===== config.mk =====
export PLATFORM = sky130hd
export DESIGN_NAME = hazard_unit_param
export DESIGN_NICKNAME = d
export VERILOG_FILES = /design/src/rtl/hazard_unit_param.sv
export SDC_FILE = /design/constraint.sdc
export NUM_CORES = 1
export LEC_CHECK = 0
export BUFFER_PORTS_ARGS = -buffer_cell sky130_fd_sc_hd__buf_2
export CAP_MARGIN = 30
export CORE_ASPECT_RATIO = 0.5
export CORE_MARGIN = 4
export CORE_UTILIZATION = 46
export CTS_BUF_LIST = sky130_fd_sc_hd__clkbuf_2 sky130_fd_sc_hd__clkbuf_4 sky130_fd_sc_hd__clkbuf_8
export DETAILED_ROUTE_END_ITERATION = 16
export GPL_TIMING_DRIVEN = 0
export PLACE_DENSITY = 0.78
export SLEW_MARGIN = 20
export SYNTH_ARGS = -nofsm -noshare
export SYNTH_HDL_FRONTEND = slang
export SYNTH_SLANG_ARGS = --single-unit

===== constraint.sdc =====
create_clock -name clk -period 2 [get_ports clk]
set_clock_uncertainty 0.1 [all_clocks]
set_input_delay 0.2 -clock clk [delete_from_list [all_inputs] [get_ports clk]]
set_output_delay 0.2 -clock clk [all_outputs]
set_load 0.01 [all_outputs]

===== src/rtl/hazard_unit_param.sv =====
// Load-use stall and forwarding-select unit beside ID. The instruction in ID is checked
// against a shift-register history of the FWD_DEPTH instructions most recently issued to EX.

module hazard_slot_cmp (
  input  logic       vld,
  input  logic       wr,
  input  logic [4:0] rd,
  input  logic [4:0] rs1,
  input  logic [4:0] rs2,
  input  logic       use1,
  input  logic       use2,
  output logic       hit1,
  output logic       hit2
);
  // wr is already cleared for rd == x0, so x0 can never produce a hit
  assign hit1 = vld & wr & use1 & (rd == rs1);
  assign hit2 = vld & wr & use2 & (rd == rs2);
endmodule

module hazard_unit_param #(
  parameter  int FWD_DEPTH = 2,
  parameter  int LOAD_LAT  = 1,
  parameter  int CNT_W     = 16,
  localparam int SW        = $clog2(FWD_DEPTH + 1)
) (
  input  logic             clk,
  input  logic             rst,
  input  logic             id_valid,
  input  logic [31:0]      id_inst,
  input  logic             flush,
  output logic             stall,
  output logic [SW-1:0]    fwd_sel1,
  output logic [SW-1:0]    fwd_sel2,
  output logic [CNT_W-1:0] stall_count
);
  typedef struct packed {
    logic       vld;
    logic [4:0] rd;
    logic       wr;
    logic       ld;
  } slot_t;

  slot_t [FWD_DEPTH:1] hist_q, hist_d;
  logic  [CNT_W-1:0]   cnt_q, cnt_d;

  logic [6:0] opc;
  logic [4:0] id_rd, id_rs1, id_rs2;
  logic       id_wr, id_use1, id_use2, id_ld;
  logic       unused_bits;

  assign opc         = id_inst[6:0];
  assign id_rd       = id_inst[11:7];
  assign id_rs1      = id_inst[19:15];
  assign id_rs2      = id_inst[24:20];
  assign unused_bits = ^{id_inst[31:25], id_inst[14:12]};

  always_comb begin
    id_wr   = 1'b0;
    id_use1 = 1'b0;
    id_use2 = 1'b0;
    id_ld   = 1'b0;
    case (opc)
      7'b0110011: begin id_wr = 1'b1; id_use1 = 1'b1; id_use2 = 1'b1; end
      7'b0010011: begin id_wr = 1'b1; id_use1 = 1'b1; end
      7'b0000011: begin id_wr = 1'b1; id_use1 = 1'b1; id_ld = 1'b1; end
      7'b0110111,
      7'b0010111,
      7'b1101111: id_wr = 1'b1;
      7'b1100111: begin id_wr = 1'b1; id_use1 = 1'b1; end
      7'b0100011,
      7'b1100011: begin id_use1 = 1'b1; id_use2 = 1'b1; end
      default: ;
    endcase
    if (id_rd == 5'd0) id_wr = 1'b0;
  end

  logic [FWD_DEPTH:1] hit1, hit2;

  for (genvar k = 1; k <= FWD_DEPTH; k++) begin : g_slot
    hazard_slot_cmp u_cmp (
      .vld  (hist_q[k].vld),
      .wr   (hist_q[k].wr),
      .rd   (hist_q[k].rd),
      .rs1  (id_rs1),
      .rs2  (id_rs2),
      .use1 (id_use1),
      .use2 (id_use2),
      .hit1 (hit1[k]),
      .hit2 (hit2[k])
    );
  end

  logic [SW-1:0] win1, win2;
  logic          haz1, haz2, fwd_ok;

  // Scan oldest to youngest so the youngest hit overwrites and therefore wins
  always_comb begin
    win1 = '0;
    win2 = '0;
    haz1 = 1'b0;
    haz2 = 1'b0;
    for (int k = FWD_DEPTH; k >= 1; k--) begin
      if (hit1[k]) begin
        win1 = SW'(k);
        haz1 = hist_q[k].ld && (k <= LOAD_LAT);
      end
      if (hit2[k]) begin
        win2 = SW'(k);
        haz2 = hist_q[k].ld && (k <= LOAD_LAT);
      end
    end
  end

  assign stall    = id_valid & ~flush & (haz1 | haz2);
  assign fwd_ok   = id_valid & ~flush & ~stall;
  assign fwd_sel1 = fwd_ok ? win1 : '0;
  assign fwd_sel2 = fwd_ok ? win2 : '0;

  always_comb begin
    hist_d[1].vld = id_valid & ~stall & ~flush;
    hist_d[1].rd  = id_rd;
    hist_d[1].wr  = id_wr;
    hist_d[1].ld  = id_ld;
    for (int k = 2; k <= FWD_DEPTH; k++) hist_d[k] = hist_q[k-1];
  end

  always_comb begin
    cnt_d = cnt_q;
    if (stall && !(&cnt_q)) cnt_d = cnt_q + CNT_W'(1);
  end

  always_ff @(posedge clk or negedge rst) begin
    if (!rst) begin
      hist_q <= '0;
      cnt_q  <= '0;
    end else begin
      hist_q <= hist_d;
      cnt_q  <= cnt_d;
    end
  end

  assign stall_count = cnt_q;
endmodule


== Yosys cells after proc, flatten, opt, wreduce, memory -nomap -nowiden ==
Cells that the tools add are included.

* Bits in registers: 31
* Output and inout bits: 21

* $add $sub $neg: 1
* Equal/unequal tests: 13
* Multiplexer cells: 13
* Bitwise gates (word level): 18
* Reduce and logical (&&, ||, !) cells: 7

{| class="wikitable"
|+ Operators with widths
! operator !! number
|-
| equality test 7 x 6 -> 1 bit, second input constant || 3
|-
| equality test 7 bit, second input constant || 3
|-
| equality test 5 bit || 4
|-
| adder 16 x 1 -> 16 bit, second input constant || 1
|-
| AND reduction 16 bit || 1
|-
| AND 1 bit || 15
|-
| equality test 7 x 5 -> 1 bit, second input constant || 2
|-
| 2-to-1 mux 2 bit || 6
|-
| equality test 7 x 2 -> 1 bit, second input constant || 1
|-
| 2-to-1 mux 1 bit || 7
|-
| OR reduction 7 bit || 1
|-
| OR reduction 6 bit || 1
|-
| zero test 5 bit || 1
|-
| OR reduction 3 bit || 1
|-
| inverter 1 bit || 2
|-
| logical AND 1 bit || 1
|-
| zero test 1 bit || 1
|-
| bitwise OR 1 bit || 1
|}

== Logic depth before layout (Yosys ltp) ==
Gate-level depths: netlist of run 1.

* Depth after elaboration: 11
* Mapped depth: 8
* Depth with buffers taken out: 7

== By module ==
Synthesis of run 1 repeated with hierarchy kept, for this count alone.

* Cells, all modules: 140
* Area, all modules: 1,571.5 sq um

{| class="wikitable"
|+ By module, submodules not included
! module !! instances !! cells an instance !! area each (sq um)
|-
| hazard_unit_param || 1 || 108 || 1,321.3
|-
| hazard_slot_cmp || 2 || 16 || 125.1
|}

== Worst setup path before layout of run 1 ==
OpenSTA, ideal clock, no wires.

* Path type: reg-to-reg
* From: register hist_q, in the netlist hist_d[14]
* To: register cnt_q[8], in the netlist stall_count[8]
* Setup time: 0.126 ns
* Arrival time: 1.924 ns
* Setup slack: -0.151 ns
* Cell stages (with the launch flop): 8
* Path buffers: 1
* Clock period less this slack: 2.151 ns
* Cell sequence: dfrtp_1 -> xnor2_1 -> nand4_1 -> or4_4 -> a211oi_2 -> buf_6 -> nand4_1 -> xnor2_1

* Cells in the longest elaborated chain, start to end: 6
* Elaborated cells between the ends (all ways): 9

{| class="wikitable"
|+ Ends and longest elaborated chain
! what !! line !! source
|-
| start, declared || 43 || <nowiki>slot_t [FWD_DEPTH:1] hist_q, hist_d;</nowiki>
|-
| start signal, assigned || 137 || <nowiki>hist_q <= hist_d;</nowiki>
|-
| equality test 5 bit, on equally long branches || 16, 17 ||
|-
| AND 1 bit, on equally long branches || 16, 17 ||
|-
| 2-to-1 mux 1 bit, on equally long branches || 103, 107 ||
|-
| bitwise OR 1 bit (*) || 114 || <nowiki>assign stall = id_valid & ~flush & (haz1 | haz2);</nowiki>
|-
| AND 1 bit (*) || 114 ||
|-
| logical AND 1 bit (*) || 129 || <nowiki>if (stall && !(&cnt_q)) cnt_d = cnt_q + CNT_W'(1);</nowiki>
|-
| end signal, assigned || 138 || <nowiki>cnt_q <= cnt_d;</nowiki>
|-
| end, declared || 44 || <nowiki>logic [CNT_W-1:0] cnt_q, cnt_d;</nowiki>
|}

Every way passes the cells marked *; elsewhere a longest branch is shown, timed or not.
A chain may end at the register's enable or synchronous reset.

== Worst setup path after layout of run 1 ==
* From: register hist_q, in the netlist hist_d[12]
* To: register cnt_q[4], in the netlist stall_count[4]

Same word-level chain as after synthesis.

==> summary.md, run 1 <==
| Metric | Value |
|---|---|
| Run status | finished with violations |
| Failing checks | negative setup slack |
| Worst EP arrival | approximately 2500 ps |
| H-tree Lvls | 2 |
| Diode count | 0 |
| Synth unique cells | 30 |
| Initial Utilization | between 40% and 50% |
| ANT nets after route | 0 |
| Final cycle utilization of the critical path | 117.9% |
| Worst slack, placed | -394.3 ps |
| Top_reg_cell synth | dfrtp_1 |
| Vias in the first global route | roughly 1300 |
| Area Growth Syn to Fin | 39.85% |
| Die ar. | between 4000 and 5000 um2 |
| Uppermost layer routed | met4 |
| Clk pin slew, worst setup/hold paths | 60 ps |
| Relative slew slack | a little over half |
| Ys async rst share | 100.0% |
| Die Ht | around 50 um |
| Hold crit path type | in -> reg |
| GPL Wtd Cong | 0.7982 |
| Pwr dens | 612.9 nW/um2 |
| RSZ-0062 raised after global routing | true |
| Clk root buf | clkbuf_8 |
| Worst setup margin | -357.9 ps |
| FF+latch area | slightly below 800 um2 |
| Setup violators final | 20 |
| Worst-case vdd ir drop | between 400 and 500 uV |
| Area of the multi-input gates | 848.3 um2 |
| Vias/cell | between 5 and 6 |
| Slew @ Worst Pin | ~690 ps |
| Num CTS Buffers | 5 |
| Synthesized area per cell | 10.74 um2 |
| Die X-Extent | ~90 um |
| Most frequent cells in the layout | buf_2, dfrtp_1, xnor2_1 |
| # clock sinks | 31 |
| Wire length on met1 | around 1600 um |
| Site Rows | 14 |
| Via count | roughly 1300 |
| Final Instance Area | around 2100 um2 |
| Area of the core | slightly above 3000 um2 |
| Max Root-Sink Buffers | 2 |
| Area after DPL | 1823 um2 |
| WL/cell | between 10 and 15 um |
| DRC | 0 |
| Pins Over Slew Limit | 0 |
| Leak | 1.081 nW |
| Final Critical Period | between 2000 and 2500 ps |
| Initial antenna violation count | 0 |
| Nets | between 200 and 250 |
| Routed length on met2 | ~1800 um |
| Post-Route WL | approximately 3600 um |
| Port bufs | between 40 and 50 |
| Crit path max fanout | 6 |
| Fmax | between 400 and 500 MHz |
| Placed Cells | 229 |
| CP startpoint kind | flip-flop |
| Filler cell count | 227 |
| Critical Path RT | 2110 ps |
| Pre-antenna DRT Iters | 4 |
| Share of layout cells above drive strength 1 | roughly two fifths |
| Met3 Wirelength | ~190 um |
| DR iter-0 viols | 37 |
| Total track usage | 17.58% |
| Warnings from Yosys | 0 |
| CTS tree | built |
| First-pass GRT wire length | 5989 um |
| Most common cell after layout, fill and taps aside | buf_2 |
| Syn nets | 180 |
| Pin count of the biggest net entering global routing | 32 |
| Core Util, Final | about 69% |
| Fin cells | approximately 250 |
| Final global-route overflow total | 0 |
| Critical path class | reg -> reg |
| Yosys reg bits | 31 |
| I/O pins | 57 |
| Cells after Synth | ~140 |
| Post-synth EDFFs | 0 |
| Post-detailed-placement half-perimeter wirelength | around 2500 um |
| Insertion delay to the later sink of the worst-skew pair | ~280 ps |
| Seq/Total Area, Yosys | roughly half |
| Number of hold violations in the final report | 0 |
| CP Capture Type | flip-flop |
| Mapped cell area | around 1500 um2 |
| Max_cap viols | 0 |
-- where the power goes --
group          switching (mW)  internal, mW
Clock                   0.225         0.327
Sequential             0.0120         0.641
Combinational          0.0552        0.0559
-- flip-flops by register name, summed over array words and instances (netlist names) --
name / cells
hist_d: 8
hist_q: 7
stall_count: 16
-- area by class of cell --
type / count / area share, %
Clock buffer: 8 / 4.837
Inverter: 2 / 0.3497
Buffer: 1 / 0.5245
Timing Repair Buffer: 60 / 16.32
Multi-Input combinational cell: 109 / 39.51
Sequential cell: 31 / 36.13
Tap cell: 40 / 2.331
-- per-layer routing --
layer  up-vias  track usage, %
li1        637               -
met1       619           20.35
met2        43           29.60
met3         9           5.547
met4         0           9.415
met5         -               0
-- critical path, stage by stage (launching register included) --
cell      delay [ps]
dfrtp_1          410
xor2_1           160
nor4_2           330
nand4b_1         210
buf_4            210
a211oi_4         330
buf_4            180
and4_4           220
xor2_1           130
-- worst paths after layout --
| check | start | endpoint | slack, ps | cells after the start |
|---|---|---|---|---|
| setup / recovery | hist_d[12]$_DFF_PN0_ | stall_count[4]$_DFFE_PN0P_ | -360 | 8 |
| hold / removal | id_inst[3] | hist_d[8]$_DFF_PN0_ | 30 | 2 |
| setup reg to reg | hist_d[12]$_DFF_PN0_ | stall_count[4]$_DFFE_PN0P_ | -360 | 8 |
| hold reg to reg | hist_d[9]$_DFF_PN0_ | hist_q[9]$_DFF_PN0_ | 280 | 0 |
| max in group asynchronous | rst | stall_count[4]$_DFFE_PN0P_ | 940 | 2 |
| min in group asynchronous | rst | hist_q[10]$_DFF_PN0_ | 420 | 2 |
-- cells by family (layout without fill, tap and decap cells) --
kind of cell	Yosys count	after routing	synth area share, %
simple gates	66	66	23.55
xor+xnor	34	34	19.40
fa+ha+maj	1	1	0.8149
mux	2	2	1.467
compound gates	6	6	3.015
flops	31	31	50.53
buf+inv	3	71	1.223
-- metrics by stage --
stage	TNS (ps)	hold slack, ps	total power, mW
6_report	-5950	28.05	1.316
5_1_grt	-8845	25.50	1.375
4_1_cts	-5636	17.94	1.327
3_5_place_dp	-5453	177.7	0.7613
3_3_place_gp	-4265	163.8	0.7577
2_1_floorplan	-657.6	-195.6	0.7040
-- synthesized netlist by cell type, drive strengths merged (2+ instances only) --
master	count	area share, %
nor3	6	2.0
nand4	9	3.7
nand3	5	1.6
a211oi	3	1.8
nor4	4	1.6
mux2	2	1.5
nand4b	3	1.7
xor2	14	8.0
nand2	17	4.3
nand3b	2	0.98
inv	2	0.49
or2	2	0.82
dfrtp	31	51
and4	2	1.3
or4	2	1.2
nor2	10	2.4
xnor2	20	11
-- what timing repair did --
action,4_1_cts,5_1_grt
setup buffers,7,1
resized for setup,15,9
pin swaps,14,7
hold buffers,6,0
endpoints found under the hold margin,36,0
gates cloned,1,0
endpoints found under the setup margin,21,21
Power figures use the tool's default switching activity.
==> inputs of run 2 (changes only) <==
- CORE_UTILIZATION: 46 -> 50
- PLACE_DENSITY: 0.78 -> 0.81
- clock period: 2 -> 2.2 ns (I/O delays scaled with it)
==> summary.md, run 2 (synthesis results as in run 1) <==
| Metric | Value |
|---|---|
| DRC | 0 |
| Total track usage | between 20% and 30% |
| Die X-Extent | 86.37 um |
| Setup violators final | 20 |
| CP max-delay cell | or4_4 |
| # clock sinks | 31 |
| Leak | roughly 1.1 nW |
| Pins Over Slew Limit | 0 |
| Post-detailed-placement half-perimeter wirelength | around 2600 um |
| Relative slew slack | approximately 55% |
| Clk root buf | clkbuf_8 |
| Switching Power | approximately 0.28 mW |
| Hold crit path type | in -> reg |
| ANT nets after route | 0 |
| CP startpoint kind | flip-flop |
| Num CTS Buffers | 5 |
| Share of layout cells above drive strength 1 | roughly two fifths |
| Sequential power share | 49.0% |
| Run status | finished with violations |
| Critical Path RT | 1880 ps |
| Via count | between 1000 and 1500 |
| Worst-case vdd ir drop | ~370 uV |
| RSZ-0062 raised after global routing | true |
| Final global-route overflow total | 0 |
| CP Capture Type | output port |
| Crit path max fanout | 5 |
| H-tree Lvls | 2 |
| Slew @ Worst Pin | approximately 680 ps |
| Max_cap viols | 0 |
| Area of the core | about 2800 um2 |
| Power share of the clock group | a little over two fifths |
| Die Ht | between 40 and 50 um |
| Max Root-Sink Buffers | 2 |
| Area of the multi-input gates | between 800 and 900 um2 |
| Pwr dens | 556.9 nW/um2 |
| Internal power | 0.9338 mW |
| Total power | roughly 1.2 mW |
| Diode count | 0 |
| Post-Route WL | 4259 um |
| Crit-path cells | xnor2_1 -> nand4_1 -> or4_4 -> nand2_4 -> a211o_4 -> nor2_1 -> buf_2 |
| Failing checks | negative setup slack |
| Most common cell after layout, fill and taps aside | buf_2 |
| Clk pin slew, worst setup/hold paths | ~70 ps |
| Combinational Power Share | a little under a tenth |
| Vias in the first global route | about 1300 |
| CTS tree | built |
| Fmax | about 420 MHz |
| I/O pins | between 50 and 60 |
| Pin count of the biggest net entering global routing | 32 |
| Most frequent cells in the layout | buf_2, dfrtp_1, xnor2_1 |
| Die ar. | 4075 um2 |
| Slowest cell delay on critical path | ~560 ps |
| DR iter-0 viols | 94 |
| First-pass GRT wire length | between 6000 and 7000 um |
| Initial antenna violation count | 0 |
| Final cycle utilization of the critical path | 109.2% |
| WL/cell | 17.10 um |
| Number of hold violations in the final report | 0 |
| Site Rows | 13 |
| Pre-antenna DRT Iters | 4 |
| Largest register FFs | 16 |
| Critical path class | reg -> out |
| GPL Wtd Cong | 0.7638 |
| Worst EP arrival | 2080 ps |
| Filler cell count | between 150 and 200 |
| Insertion delay to the later sink of the worst-skew pair | 280 ps |
| Initial Utilization | between 50% and 60% |
| Worst setup margin | -203.3 ps |
| Core Util, Final | between 70% and 80% |
| FF+latch area | 777.0 um2 |
| Port bufs | 46 |
| Vias/cell | ~5.6 |
| Area Growth Syn to Fin | 41.81% |
| Final Critical Period | about 2400 ps |
| Nets | roughly 250 |
| Switching share of power | around 23% |
## run 2: cell types whose count changed in the layout (fill, tap and decap cells not counted), moves of 2 or more
cell | previous run | this run
xnor2_1 | 14 | 18
buf_6 | 1 | 5
nand2_4 | 3 | 5
buf_4 | 8 | 4
xnor2_2 | 6 | 2
nand2_2 | 6 | 4
## run 2: layout make-up
type	count	share of cell area [%]
buffer	1	0.5172
inverter	2	0.3448
clock buffer	8	4.770
sequential	31	35.69
timing repair buffer	61	17.47
tap	37	2.126
multi-input combinational	109	39.08
## run 2: final timing paths
path / from / end / slack, ps / cells past startpoint
worst max-delay path: hist_d[11]$_DFF_PN0_ / fwd_sel1[0] / -200 / 7
worst min-delay path: id_inst[3] / hist_d[8]$_DFF_PN0_ / 60 / 2
worst max register to register: hist_d[11]$_DFF_PN0_ / stall_count[1]$_DFFE_PN0P_ / -200 / 7
worst min register to register: hist_d[15]$_DFF_PN0_ / hist_q[15]$_DFF_PN0_ / 280 / 0
max in group asynchronous: rst / hist_d[13]$_DFF_PN0_ / 1090 / 2
min in group asynchronous: rst / stall_count[3]$_DFFE_PN0P_ / 430 / 2
## run 2: power groups by stage
stage	clock, mW	combinational [mW]	sequential (mW)
6_report	0.507	0.111	0.594
5_1_grt	0.544	0.119	0.596
4_1_cts	0.515	0.100	0.593
3_5_place_dp	0	0.0895	0.604
3_3_place_gp	0	0.0864	0.603
2_1_floorplan	0	0.0384	0.602
## run 2: worst max-delay path: cells and delay by family (launching register included)
kind	cells	cell delay, ps
AND/OR/NAND/NOR	4	840
flip-flops	1	430
buffers and inverters	1	140
AO/OA/AOI/OAI	1	150
XOR/XNOR	1	230
## run 2: timing repair
item / 4_1_cts / 5_1_grt
gates cloned: 1 / 0
pin swaps: 10 / 13
hold endpoints to repair: 36 / 0
gates resized for setup: 7 / 25
setup buffers: 5 / 3
setup endpoints to repair: 20 / 20
hold buffers: 6 / 0
## run 2: stage by stage
stage	setup WS, ps	instances	setup TNS (ps)	hold slack, ps	area [um2]
floorplan	49.48	143	0	-175.6	1535
global placement	-213.2	226	-1943	190.0	1812
detailed placement	-307.5	226	-3220	193.8	1812
CTS	-192.7	246	-943.1	43.55	2049
global route	-255.5	249	-3670	56.66	2177
finish	-203.3	249	-2826	57.68	2177
## run 2: per-layer routing
metal	part of all wire (%)	up-vias	global-route usage [%]
li1	-	641	-
met1	39	690	24.34
met2	54	50	39.82
met3	5.2	9	5.254
met4	1.6	0	6.522
met5	0	-	0
